`src/rtl/memory_port_arbiter_if.sv`:
```
// Bus bundle for memory_port_arbiter: writer client, reader client, memory port and stats.
// slave = arbiter side, master = clients/memory side.
interface memory_port_arbiter_if #(
  parameter int unsigned ADDR_W = 32,
  parameter int unsigned DATA_W = 32
);
  logic [ADDR_W-1:0] wr_address;
  logic [DATA_W-1:0] wr_data;
  logic              wr_write_enable;
  logic              wr_ready;

  logic [ADDR_W-1:0] rd_address;
  logic              rd_read_enable;
  logic              rd_ready;
  logic [DATA_W-1:0] rd_data;
  logic              rd_valid;

  logic [ADDR_W-1:0] mem_address;
  logic [DATA_W-1:0] mem_data;
  logic              mem_write_enable;
  logic              mem_read_enable;
  logic [DATA_W-1:0] mem_rdata;

  logic [15:0]       stat_wr_cnt;
  logic [15:0]       stat_rd_cnt;

  modport slave (
    input  wr_address, wr_data, wr_write_enable,
    input  rd_address, rd_read_enable,
    input  mem_rdata,
    output wr_ready, rd_ready, rd_data, rd_valid,
    output mem_address, mem_data, mem_write_enable, mem_read_enable,
    output stat_wr_cnt, stat_rd_cnt
  );

  modport master (
    output wr_address, wr_data, wr_write_enable,
    output rd_address, rd_read_enable,
    output mem_rdata,
    input  wr_ready, rd_ready, rd_data, rd_valid,
    input  mem_address, mem_data, mem_write_enable, mem_read_enable,
    input  stat_wr_cnt, stat_rd_cnt
  );
endinterface

```
`src/rtl/memory_port_arbiter.sv`:
```
// Round-robin arbiter sharing one memory port between a writer and a reader, with burst cap,
// registered memory side and read-return pipeline. Optional transfer counters: ARB_STATS_EN.
module memory_port_arbiter #(
  parameter int unsigned ADDR_W     = 32,
  parameter int unsigned DATA_W     = 32,
  parameter int unsigned RD_LATENCY = 1,
  parameter int unsigned MAX_BURST  = 4
) (
  input logic                  clk,
  input logic                  rst,
  memory_port_arbiter_if.slave bus
);

  localparam int unsigned BURST_W = 4;
  localparam logic [BURST_W-1:0] BURST_MAX = BURST_W'(MAX_BURST);
  localparam logic [BURST_W-1:0] BURST_SAT = '1;

  typedef enum logic [1:0] {
    S_IDLE   = 2'd0,
    S_WR_OWN = 2'd1,
    S_RD_OWN = 2'd2
  } state_t;

  state_t               r_state;
  state_t               w_state_nxt;
  logic                 r_last_rd;
  logic [BURST_W-1:0]   r_burst;
  logic [BURST_W-1:0]   w_burst_nxt;
  logic [BURST_W-1:0]   w_burst_inc;
  logic                 w_wr_req;
  logic                 w_rd_req;
  logic                 w_grant_wr;
  logic                 w_grant_rd;

  logic [ADDR_W-1:0]    r_mem_address;
  logic [DATA_W-1:0]    r_mem_data;
  logic                 r_mem_we;
  logic                 r_mem_re;

  logic [RD_LATENCY-1:0] r_rd_pipe;
  logic                  r_rd_valid;
  logic [DATA_W-1:0]     r_rd_data;

  assign w_wr_req    = bus.wr_write_enable;
  assign w_rd_req    = bus.rd_read_enable;
  assign w_burst_inc = (r_burst == BURST_SAT) ? r_burst : r_burst + BURST_W'(1);

  // Arbitration: state records owner of the last accepted transfer.
  always_comb begin
    w_state_nxt = r_state;
    w_burst_nxt = r_burst;
    w_grant_wr  = 1'b0;
    w_grant_rd  = 1'b0;
    unique case (r_state)
      S_IDLE: begin
        if (w_wr_req && (!w_rd_req || r_last_rd)) begin
          w_grant_wr  = 1'b1;
          w_state_nxt = S_WR_OWN;
          w_burst_nxt = BURST_W'(1);
        end else if (w_rd_req) begin
          w_grant_rd  = 1'b1;
          w_state_nxt = S_RD_OWN;
          w_burst_nxt = BURST_W'(1);
        end
      end
      S_WR_OWN: begin
        if (w_wr_req && ((r_burst < BURST_MAX) || !w_rd_req)) begin
          w_grant_wr  = 1'b1;
          w_burst_nxt = w_burst_inc;
        end else if (w_rd_req) begin
          w_grant_rd  = 1'b1;
          w_state_nxt = S_RD_OWN;
          w_burst_nxt = BURST_W'(1);
        end else begin
          w_state_nxt = S_IDLE;
          w_burst_nxt = '0;
        end
      end
      S_RD_OWN: begin
        if (w_rd_req && ((r_burst < BURST_MAX) || !w_wr_req)) begin
          w_grant_rd  = 1'b1;
          w_burst_nxt = w_burst_inc;
        end else if (w_wr_req) begin
          w_grant_wr  = 1'b1;
          w_state_nxt = S_WR_OWN;
          w_burst_nxt = BURST_W'(1);
        end else begin
          w_state_nxt = S_IDLE;
          w_burst_nxt = '0;
        end
      end
      default: begin
        w_state_nxt = S_IDLE;
        w_burst_nxt = '0;
      end
    endcase
  end

  always_ff @(posedge clk or posedge rst) begin
    if (rst) begin
      r_state   <= S_IDLE;
      r_last_rd <= 1'b1;
      r_burst   <= '0;
    end else begin
      r_state <= w_state_nxt;
      r_burst <= w_burst_nxt;
      if (w_grant_wr) begin
        r_last_rd <= 1'b0;
      end else if (w_grant_rd) begin
        r_last_rd <= 1'b1;
      end
    end
  end

  // Readies are held low for the whole reset, even though the FSM already sits in IDLE.
  assign bus.wr_ready = w_grant_wr & ~rst;
  assign bus.rd_ready = w_grant_rd & ~rst;

  // Memory side: one-cycle enables, address/data hold between transfers.
  always_ff @(posedge clk or posedge rst) begin
    if (rst) begin
      r_mem_address <= '0;
      r_mem_data    <= '0;
      r_mem_we      <= 1'b0;
      r_mem_re      <= 1'b0;
    end else begin
      r_mem_we <= w_grant_wr;
      r_mem_re <= w_grant_rd;
      if (w_grant_wr) begin
        r_mem_address <= bus.wr_address;
        r_mem_data    <= bus.wr_data;
      end else if (w_grant_rd) begin
        r_mem_address <= bus.rd_address;
      end
    end
  end

  assign bus.mem_address      = r_mem_address;
  assign bus.mem_data         = r_mem_data;
  assign bus.mem_write_enable = r_mem_we;
  assign bus.mem_read_enable  = r_mem_re;

  // Read-return pipeline: the tap marks the cycle mem_rdata belongs to an accepted read.
  always_ff @(posedge clk or posedge rst) begin
    if (rst) begin
      r_rd_pipe  <= '0;
      r_rd_valid <= 1'b0;
      r_rd_data  <= '0;
    end else begin
      r_rd_pipe[0] <= w_grant_rd;
      for (int k = 1; k < int'(RD_LATENCY); k++) begin
        r_rd_pipe[k] <= r_rd_pipe[k-1];
      end
      r_rd_valid <= r_rd_pipe[RD_LATENCY-1];
      if (r_rd_pipe[RD_LATENCY-1]) begin
        r_rd_data <= bus.mem_rdata;
      end
    end
  end

  assign bus.rd_valid = r_rd_valid;
  assign bus.rd_data  = r_rd_data;

`ifdef ARB_STATS_EN
  logic [15:0] r_stat_wr;
  logic [15:0] r_stat_rd;

  // Saturating accepted-transfer counters.
  always_ff @(posedge clk or posedge rst) begin
    if (rst) begin
      r_stat_wr <= '0;
      r_stat_rd <= '0;
    end else begin
      if (w_grant_wr && (r_stat_wr != 16'hFFFF)) begin
        r_stat_wr <= r_stat_wr + 16'd1;
      end
      if (w_grant_rd && (r_stat_rd != 16'hFFFF)) begin
        r_stat_rd <= r_stat_rd + 16'd1;
      end
    end
  end

  assign bus.stat_wr_cnt = r_stat_wr;
  assign bus.stat_rd_cnt = r_stat_rd;
`else
  assign bus.stat_wr_cnt = 16'd0;
  assign bus.stat_rd_cnt = 16'd0;
`endif

endmodule

```
`src/flat_wrapper.sv`:
```
// flat-port wrapper written by rule: the top's interface ports become plain ports
module memory_port_arbiter_flat 
#(
  parameter int unsigned ADDR_W     = 32,
  parameter int unsigned DATA_W     = 32,
  parameter int unsigned RD_LATENCY = 1,
  parameter int unsigned MAX_BURST  = 4
)
  (clk, rst, bus_wr_address, bus_wr_data, bus_wr_write_enable, bus_rd_address, bus_rd_read_enable, bus_mem_rdata, bus_wr_ready, bus_rd_ready, bus_rd_data, bus_rd_valid, bus_mem_address, bus_mem_data, bus_mem_write_enable, bus_mem_read_enable, bus_stat_wr_cnt, bus_stat_rd_cnt);
  memory_port_arbiter_if #(.ADDR_W(ADDR_W), .DATA_W(DATA_W)) bus_i ();
  input logic clk;
  input logic rst;
  input wire logic [$bits(bus_i.wr_address)-1:0] bus_wr_address;
  input wire logic [$bits(bus_i.wr_data)-1:0] bus_wr_data;
  input wire logic [$bits(bus_i.wr_write_enable)-1:0] bus_wr_write_enable;
  input wire logic [$bits(bus_i.rd_address)-1:0] bus_rd_address;
  input wire logic [$bits(bus_i.rd_read_enable)-1:0] bus_rd_read_enable;
  input wire logic [$bits(bus_i.mem_rdata)-1:0] bus_mem_rdata;
  output wire logic [$bits(bus_i.wr_ready)-1:0] bus_wr_ready;
  output wire logic [$bits(bus_i.rd_ready)-1:0] bus_rd_ready;
  output wire logic [$bits(bus_i.rd_data)-1:0] bus_rd_data;
  output wire logic [$bits(bus_i.rd_valid)-1:0] bus_rd_valid;
  output wire logic [$bits(bus_i.mem_address)-1:0] bus_mem_address;
  output wire logic [$bits(bus_i.mem_data)-1:0] bus_mem_data;
  output wire logic [$bits(bus_i.mem_write_enable)-1:0] bus_mem_write_enable;
  output wire logic [$bits(bus_i.mem_read_enable)-1:0] bus_mem_read_enable;
  output wire logic [$bits(bus_i.stat_wr_cnt)-1:0] bus_stat_wr_cnt;
  output wire logic [$bits(bus_i.stat_rd_cnt)-1:0] bus_stat_rd_cnt;
  assign bus_i.wr_address = bus_wr_address;
  assign bus_i.wr_data = bus_wr_data;
  assign bus_i.wr_write_enable = bus_wr_write_enable;
  assign bus_i.rd_address = bus_rd_address;
  assign bus_i.rd_read_enable = bus_rd_read_enable;
  assign bus_i.mem_rdata = bus_mem_rdata;
  assign bus_wr_ready = bus_i.wr_ready;
  assign bus_rd_ready = bus_i.rd_ready;
  assign bus_rd_data = bus_i.rd_data;
  assign bus_rd_valid = bus_i.rd_valid;
  assign bus_mem_address = bus_i.mem_address;
  assign bus_mem_data = bus_i.mem_data;
  assign bus_mem_write_enable = bus_i.mem_write_enable;
  assign bus_mem_read_enable = bus_i.mem_read_enable;
  assign bus_stat_wr_cnt = bus_i.stat_wr_cnt;
  assign bus_stat_rd_cnt = bus_i.stat_rd_cnt;
  memory_port_arbiter #(.ADDR_W(ADDR_W), .DATA_W(DATA_W), .RD_LATENCY(RD_LATENCY), .MAX_BURST(MAX_BURST)) u_core (.clk(clk), .rst(rst), .bus(bus_i));
endmodule
```
`config.mk`:
```
export PLATFORM = sky130hd
export DESIGN_NAME = memory_port_arbiter_flat
export DESIGN_NICKNAME = d
export VERILOG_FILES = /design/src/rtl/memory_port_arbiter_if.sv /design/src/rtl/memory_port_arbiter.sv /design/src/flat_wrapper.sv
export SDC_FILE = /design/constraint.sdc
export NUM_CORES = 1
export LEC_CHECK = 0
export BUFFER_PORTS_ARGS = -buffer_cell sky130_fd_sc_hd__buf_2
export CAP_MARGIN = 30
export CORE_ASPECT_RATIO = 1.2
export CORE_MARGIN = 1.5
export CORE_UTILIZATION = 45
export CTS_BUF_LIST = sky130_fd_sc_hd__clkbuf_2
export CTS_CLUSTER_DIAMETER = 50
export CTS_CLUSTER_SIZE = 40
export DETAILED_ROUTE_END_ITERATION = 8
export PLACE_DENSITY_LB_ADDON = 0.15
export SLEW_MARGIN = 0
export SYNTH_ARGS = -nofsm -noshare
export SYNTH_HDL_FRONTEND = slang
export SYNTH_SLANG_ARGS = --single-unit
```
`constraint.sdc`:
```
create_clock -name clk -period 6.7 [get_ports clk]
set_input_delay 0.67 -clock clk [delete_from_list [all_inputs] [get_ports clk]]
set_output_delay 0.67 -clock clk [all_outputs]
set_load 0.01 [all_outputs]
```
==> results of run 1 <==
timing repair:
item / 4_1_cts / 5_1_grt
hold buffers: 1 / 0
setup buffers: 0 / 0
hold endpoints to repair: 13 / 0
Yosys cell counts, types with 4 or more instances:
cell	n	share of area, %
a21oi_1	7	0.68
a31oi_1	32	3.9
buf_2	9	0.87
buf_4	32	4.7
clkbuf_1	31	2.3
dfrtp_1	105	51
inv_1	4	0.29
mux2_1	26	5.7
mux2_2	9	2.0
mux2_4	29	8.4
nand4_1	33	4.0
nor4_1	33	4.0
o21a_1	6	0.87
o31ai_1	33	4.8
final cells by class:
type	instances	area, sq um	area share [%]
Antenna cell	1	2.502	0.03914
Clock buffer	9	45.04	0.7045
Clock inverter	7	58.81	0.9198
Inverter	7	33.78	0.5284
Multi-Input combinational cell	273	2121	33.17
Sequential cell	106	2654	41.51
Tap cell	154	192.7	3.014
Timing Repair Buffer	243	1286	20.12
layer usage:
metal	GRT usage (%)	vias to the layer above	part of all wire (%)
met5	0	-	0
met4	6.866	0	1.6
met3	5.896	18	9.7
met2	35.77	237	49
met1	26.17	2079	39
li1	-	2003	-
cells by family after synthesis:
logic type | Yosys count | share of synthesized area [%]
flops | 106 | 51.37
compound gates | 90 | 11.92
buf+inv | 86 | 9.978
simple gates | 86 | 10.37
mux | 64 | 16.06
fa+ha+maj | 1 | 0.2422
other cells | 1 | 0.07259
sequential cells by signal, indices dropped and copies added (netlist names):
register / cells
u_core.bus.rd_valid: 1
u_core.bus.mem_data: 32
u_core.bus.mem_address: 32
u_core.r_last_rd: 1
u_core.bus.mem_write_enable: 1
u_core.bus.rd_data: 32
u_core.bus.mem_read_enable: 1
u_core.r_burst: 4
u_core.r_state: 2
power breakdown:
part	leakage [nW]	internal (mW)	total, mW	switching, mW
Sequential	1.24	0.799	0.892	0.0927
Combinational	1.77	0.316	0.666	0.350
Clock	0.0652	0.0565	0.280	0.224
worst min path at each step:
stage                                          from                                  end  slack, ps
6_report                          bus_mem_rdata[19]   u_core.bus.rd_data[19]$_DFFE_PP0P_        270
4_1_cts                             bus_wr_data[22]  u_core.bus.mem_data[22]$_DFFE_PP0P_        220
5_1_grt                             bus_wr_data[19]  u_core.bus.mem_data[19]$_DFFE_PP0P_        170
3_5_place_dp     u_core.bus.rd_data[27]$_DFFE_PP0P_   u_core.bus.rd_data[27]$_DFFE_PP0P_        470
2_1_floorplan  u_core.bus.mem_read_enable$_DFF_PP0_        u_core.bus.rd_valid$_DFF_PP0_        430
3_3_place_gp      u_core.bus.rd_data[6]$_DFFE_PP0P_    u_core.bus.rd_data[6]$_DFFE_PP0P_        460
per-stage QoR:
| step | setup WS (ps) | cells | hold WS, ps |
|---|---|---|---|
| 6_report | 2763 | 800 | 266.4 |
| 4_1_cts | 2809 | 798 | 223.0 |
| 3_5_place_dp | 2808 | 781 | 469.4 |
| 2_1_floorplan | 3243 | 465 | 433.0 |
| 5_1_grt | 2586 | 800 | 174.7 |
| 3_3_place_gp | 2811 | 780 | 461.5 |
==> key figures, run 1 <==
Outcome
  • Status: complete, no violations

Worst setup path
  • Worst r2r src: u_core.r_state[1]$_DFFE_PP0P_
  • Family with the most delay on the worst path: buffers and inverters
  • Reg2reg path depth: 5
  • CP required: 6030 ps
  • Worst EP arrival: ~3300 ps
  • Crit path max fanout: 38
  • CP cell instances: buf_2 -> inv_2 -> a21oi_4 -> or3_1 -> nor2_1 -> buf_2
  • CP bufs+invs: 3
  • CP most frequent cell: buf_2
  • Crit Path Category: in2out
  • Crit path launch: bus_rd_read_enable
  • Setup crit end: bus_wr_ready
  • Register-to-Register Setup Slack: ~3700 ps
  • Crit path largest cell delay: 810 ps
  • CP startpoint kind: input pin
  • Highest-delay cell along the critical path: a21oi_4
  • Critical register-to-register path endpoint: u_core.bus.mem_data[14]$_DFFE_PP0P_
  • CP endpoint kind: output pin
  • WP depth: 6

Clock tree
  • Worst-path clk slew: 310 ps
  • Clock sink total: between 100 and 150
  • Clock buffer depth: 2
  • CTS Buf Count: 9
  • Clk_lat worst skew: 580 ps
  • H-tree levels: 3
  • CTS tree: yes
  • CTS resizes: 0
  • CTS root buffer: clkbuf_2

Synth
  • Ys flop type: dfrtp_1
  • Ys Warns: 0
  • Post-synthesis cell area: around 5200 sq um
  • EDFF count, synth: 0
  • Async S/R FF share, synth: 100.0%
  • Synthesized instance count: between 400 and 500
  • Yosys cell types: 41
  • FF+latch count, synth: 106
  • Mean Syn Cell Area: roughly 12 sq um
  • Sequential area share after synthesis: 51.37%

Worst hold path
  • Worst hold path cell count: 2
  • Worst min-delay path class: in2reg

STA
  • Unrepaired setup endpoints after global routing: false
  • Slew Limit Fails: 0
  • Min Tclk post-route: around 3900 ps
  • Setup TNS: 0 ps
  • Clk_skew: 31.20 ps
  • Relative slew slack: 41.29%
  • Fmax: ~0.25 GHz
  • Post-route clock period utilization: 58.77%
  • Worst-margin pin slew: 878.7 ps
  • Final Hold Vio Count: 0
  • # setup viols final: 0

Global route
  • Global-route wire length before repair: 20.37 mm
  • GRT Total Usage: a little over a fifth
  • Largest net degree at the start of global routing: 80
  • Initial antenna violation count: 1
  • Vias in the first global route: around 4,100
  • Global route overflow: 0

Placed design
  • Dpl hpwl: 9.106 mm
  • Port Buffer Count: 232
  • DP Area: roughly 6200 sq um
  • Placer congestion estimate: between 0.8 and 0.9

Drt
  • DRT iter0 DRCs: 260
  • Via count: 4,337
  • Drc violations: 0
  • Vias/cell: 5.421
  • Drt wl/cell: 16.55 um
  • Routed wire length: ~13 mm
  • 1st-pass router iterations: 5
  • Post-detailed-route count of antenna-violating nets: 0

Job
  • Max-cap viol count: 0

Die
  • Starting Density: 46.59%
  • DIE AREA: 12,140 sq um
  • Core ar.: 11,090 sq um
  • Die width: slightly above 100 um
  • Rows: 42
  • I/O Pins: around 270
  • Die H: ~120 um

Finish
  • Final-layout fill cell count: 998
  • NumNets Final: 773
  • Syn-to-layout area delta: 23.76%
  • Fin util: 57.66%
  • Finished layout cell area: about 6400 sq um
  • Highest-count cells in the layout ignoring fill and taps: buf_2 (232), dfrtp_1 (105), o31ai_1 (33), nand4_1 (33), nor4_1 (33)
  • Most common cell after layout, fill and taps aside: buf_2
  • Share of layout cells above drive strength 1: 47.29%

Pwr
  • P_leak: a little over 3 nW
  • Cell Pwr Density: 287.6 nW/um^2
  • Total chip power: roughly 1.8 mW
  • Worst VDD drop: 0.1288 mV
Power figures use the tool's default switching activity.
==> run 2, diff against run 1 <==
- ABC_AREA: not set -> 1
- CORE_UTILIZATION: 45 -> 42
- clock period: 6.7 -> 3.4 ns (I/O delays scaled with it)
==> key figures, run 2 <==
STA
  • Min Tclk post-route: between 2000 and 3000 ps
  • Worst-margin pin slew: between 600 and 700 ps
  • Setup TNS: 0 ps
  • Clk_skew: 19.70 ps
  • Slew Limit Fails: 0
  • Fmax: 0.3465 GHz
  • # setup viols final: 0
  • Post-route clock period utilization: 84.87%
  • Final Hold Vio Count: 0
  • Unrepaired setup endpoints after global routing: false
  • Hold slack: between 60 and 70 ps
  • Relative slew slack: 54.76%

Placed design
  • Placer congestion estimate: 0.8734
  • Port Buffer Count: 232
  • DP Area: 6093 sq um
  • Dpl hpwl: 8.969 mm

Worst setup path
  • CP required: 3060 ps
  • Crit path max fanout: 35
  • Worst EP arrival: between 2000 and 3000 ps
  • CP endpoint kind: output pin
  • Reg2reg path depth: 11
  • CP startpoint kind: flop
  • Crit Path Category: reg2out
  • Register-to-Register Setup Slack: 780 ps

Drt
  • DRT iter0 DRCs: 121
  • Vias/cell: 4.625
  • Via count: 4,699
  • Drc violations: 0
  • Post-detailed-route count of antenna-violating nets: 0
  • Routed wire length: about 13 mm
  • 1st-pass router iterations: 4
  • Drt wl/cell: ~13 um

Job
  • Max-cap viol count: 0

Outcome
  • Status: complete, no violations

Synth
  • Post-synthesis cell area: roughly 5000 sq um
  • FF+latch count, synth: around 110
  • Top-area cell type share of the netlist area: 53.44%
  • Count leader, synth: nand2_1
  • EDFF count, synth: 0
  • Sequential area share after synthesis: 53.97%
  • Yosys cell types: 23
  • Synthesized instance count: 564
  • Ys flop type: dfrtp_1
  • Synth area leaders: dfrtp_1 (53%), nand2_1 (21%), mux2_2 (7.3%)
  • Commonest cells in the netlist: nand2_1 (272), dfrtp_1 (105), nand4_1 (33)
  • Async S/R FF share, synth: 100.0%
  • Ys Warns: 0
  • Post-synth top area cell: dfrtp_1
  • Mean Syn Cell Area: roughly 8.7 sq um

Finish
  • Fin util: 59.81%
  • Share of layout cells above drive strength 1: 34.92%
  • Highest-count cells in the layout ignoring fill and taps: nand2_1 (272), buf_2 (232), dfrtp_1 (105)
  • Antenna diode count: 0
  • Syn-to-layout area delta: 39.39%
  • NumNets Final: 987
  • Finished layout cell area: approximately 7000 sq um
  • Most common cell after layout, fill and taps aside: nand2_1

Worst hold path
  • Worst hold path cell count: 5
  • Worst min-delay path class: in2reg

Global route
  • Largest net degree at the start of global routing: 67
  • GRT Total Usage: about a fifth
  • Vias in the first global route: 4,388
  • Global route overflow: 0
  • Initial antenna violation count: 0
  • Global-route wire length before repair: 20.47 mm

Pwr
  • Total chip power: approximately 5.6 mW
  • Part of the power in combinational logic: 51.3%
  • Reg power frac: 40.3%
  • Cell Pwr Density: 816.5 nW/um^2
  • Clock share of power: 8.4%
  • P_int: around 3.2 mW
  • Worst VDD drop: 0.3047 mV
  • Net Sw Power: 2.439 mW
  • Sw frac: 43.57%
  • P_leak: a little under 4 nW

Die
  • Rows: 43
  • I/O Pins: 265
  • Die H: between 100 and 150 um
  • DIE AREA: 12,370 sq um
  • Die width: 101.8 um
  • Starting Density: about 43%
  • Core ar.: between 10,000 and 15,000 sq um

Clock tree
  • Clock buffer depth: 2
  • CTS Buf Count: 9
  • CTS root buffer: clkbuf_2
  • Clock sink total: 106
  • H-tree levels: 3
  • CTS tree: yes
  • Worst-path clk slew: 250 ps
  • Clk_lat worst skew: 540 ps
[run 2: kinds of logic (layout without fill, tap and decap cells)]
| family | Yosys count | after routing | synth area share (%) |
|---|---|---|---|
| multiplexers | 32 | 32 | 7.328 |
| other | 1 | 32 | 0.07626 |
| flip-flops | 106 | 106 | 53.97 |
| AND/OR/NAND/NOR | 336 | 336 | 28.07 |
| buffers and inverters | 74 | 338 | 8.880 |
| AO/OA/AOI/OAI | 14 | 14 | 1.425 |
| adder cells (fa/ha/maj) | 1 | 1 | 0.2544 |
[run 2: routing by layer]
| layer | share of wire [%] | GRT usage [%] | vias up |
|---|---|---|---|
| li1 | - | - | 2313 |
| met1 | 40 | 25.00 | 2178 |
| met2 | 51 | 37.58 | 184 |
| met3 | 6.4 | 3.500 | 24 |
| met4 | 2.2 | 8.333 | 0 |
| met5 | 0 | 0 | - |
[run 2: timing repair]
action,in CTS,in global routing
resized for setup,0,0
hold buffers,68,0
setup buffers,0,0
endpoints found under the hold margin,94,0
[run 2: per-stage QoR]
step | instances | worst slack [ps]
finish | 1016 | 514.3
global route | 1016 | 199.1
CTS | 1016 | 413.5
detailed placement | 932 | 748.2
global placement | 931 | 844.2
floorplan | 595 | 272.8
[run 2: final timing paths]
path,from,to
max,u_core.r_burst[3]$_DFFE_PP0P_,bus_wr_ready
min,bus_wr_address[11],u_core.bus.mem_address[11]$_DFFE_PP0P_
max reg2reg,u_core.r_burst[3]$_DFFE_PP0P_,u_core.bus.mem_address[29]$_DFFE_PP0P_
min reg2reg,u_core.bus.mem_data[12]$_DFFE_PP0P_,u_core.bus.mem_data[12]$_DFFE_PP0P_
max in group asynchronous,rst,u_core.bus.mem_address[28]$_DFFE_PP0P_
min in group asynchronous,rst,u_core.bus.mem_address[17]$_DFFE_PP0P_
[run 2: layout make-up]
class / instances / area (sq um)
Inverter: 13 / 51.30
Sequential cell: 106 / 2654
Fill cell: 1039 / 4606
Multi-Input combinational cell: 415 / 1943
Tap cell: 157 / 196.4
Clock inverter: 4 / 20.02
Clock buffer: 12 / 60.06
Timing Repair Buffer: 309 / 1929
[run 2: power groups by stage]
stage	sequential [mW]	clock (mW)	combinational (mW)
after global routing	2.33	0.538	3.25
after CTS	2.25	0.505	2.91
after floorplan	2.50	0	1.62
after global placement	2.25	0	2.78
after detailed placement	2.27	0	2.85
final	2.25	0.469	2.87
[run 2: critical path, stage by stage, from the launching register on]
cell and delay [ps]:
dfrtp_1 470, inv_2 90, nand2_1 70, nand2_1 70
nand2_1 70, nand2_2 60, buf_4 310, nand3_2 130
inv_2 480, nor2_1 100, buf_2 160
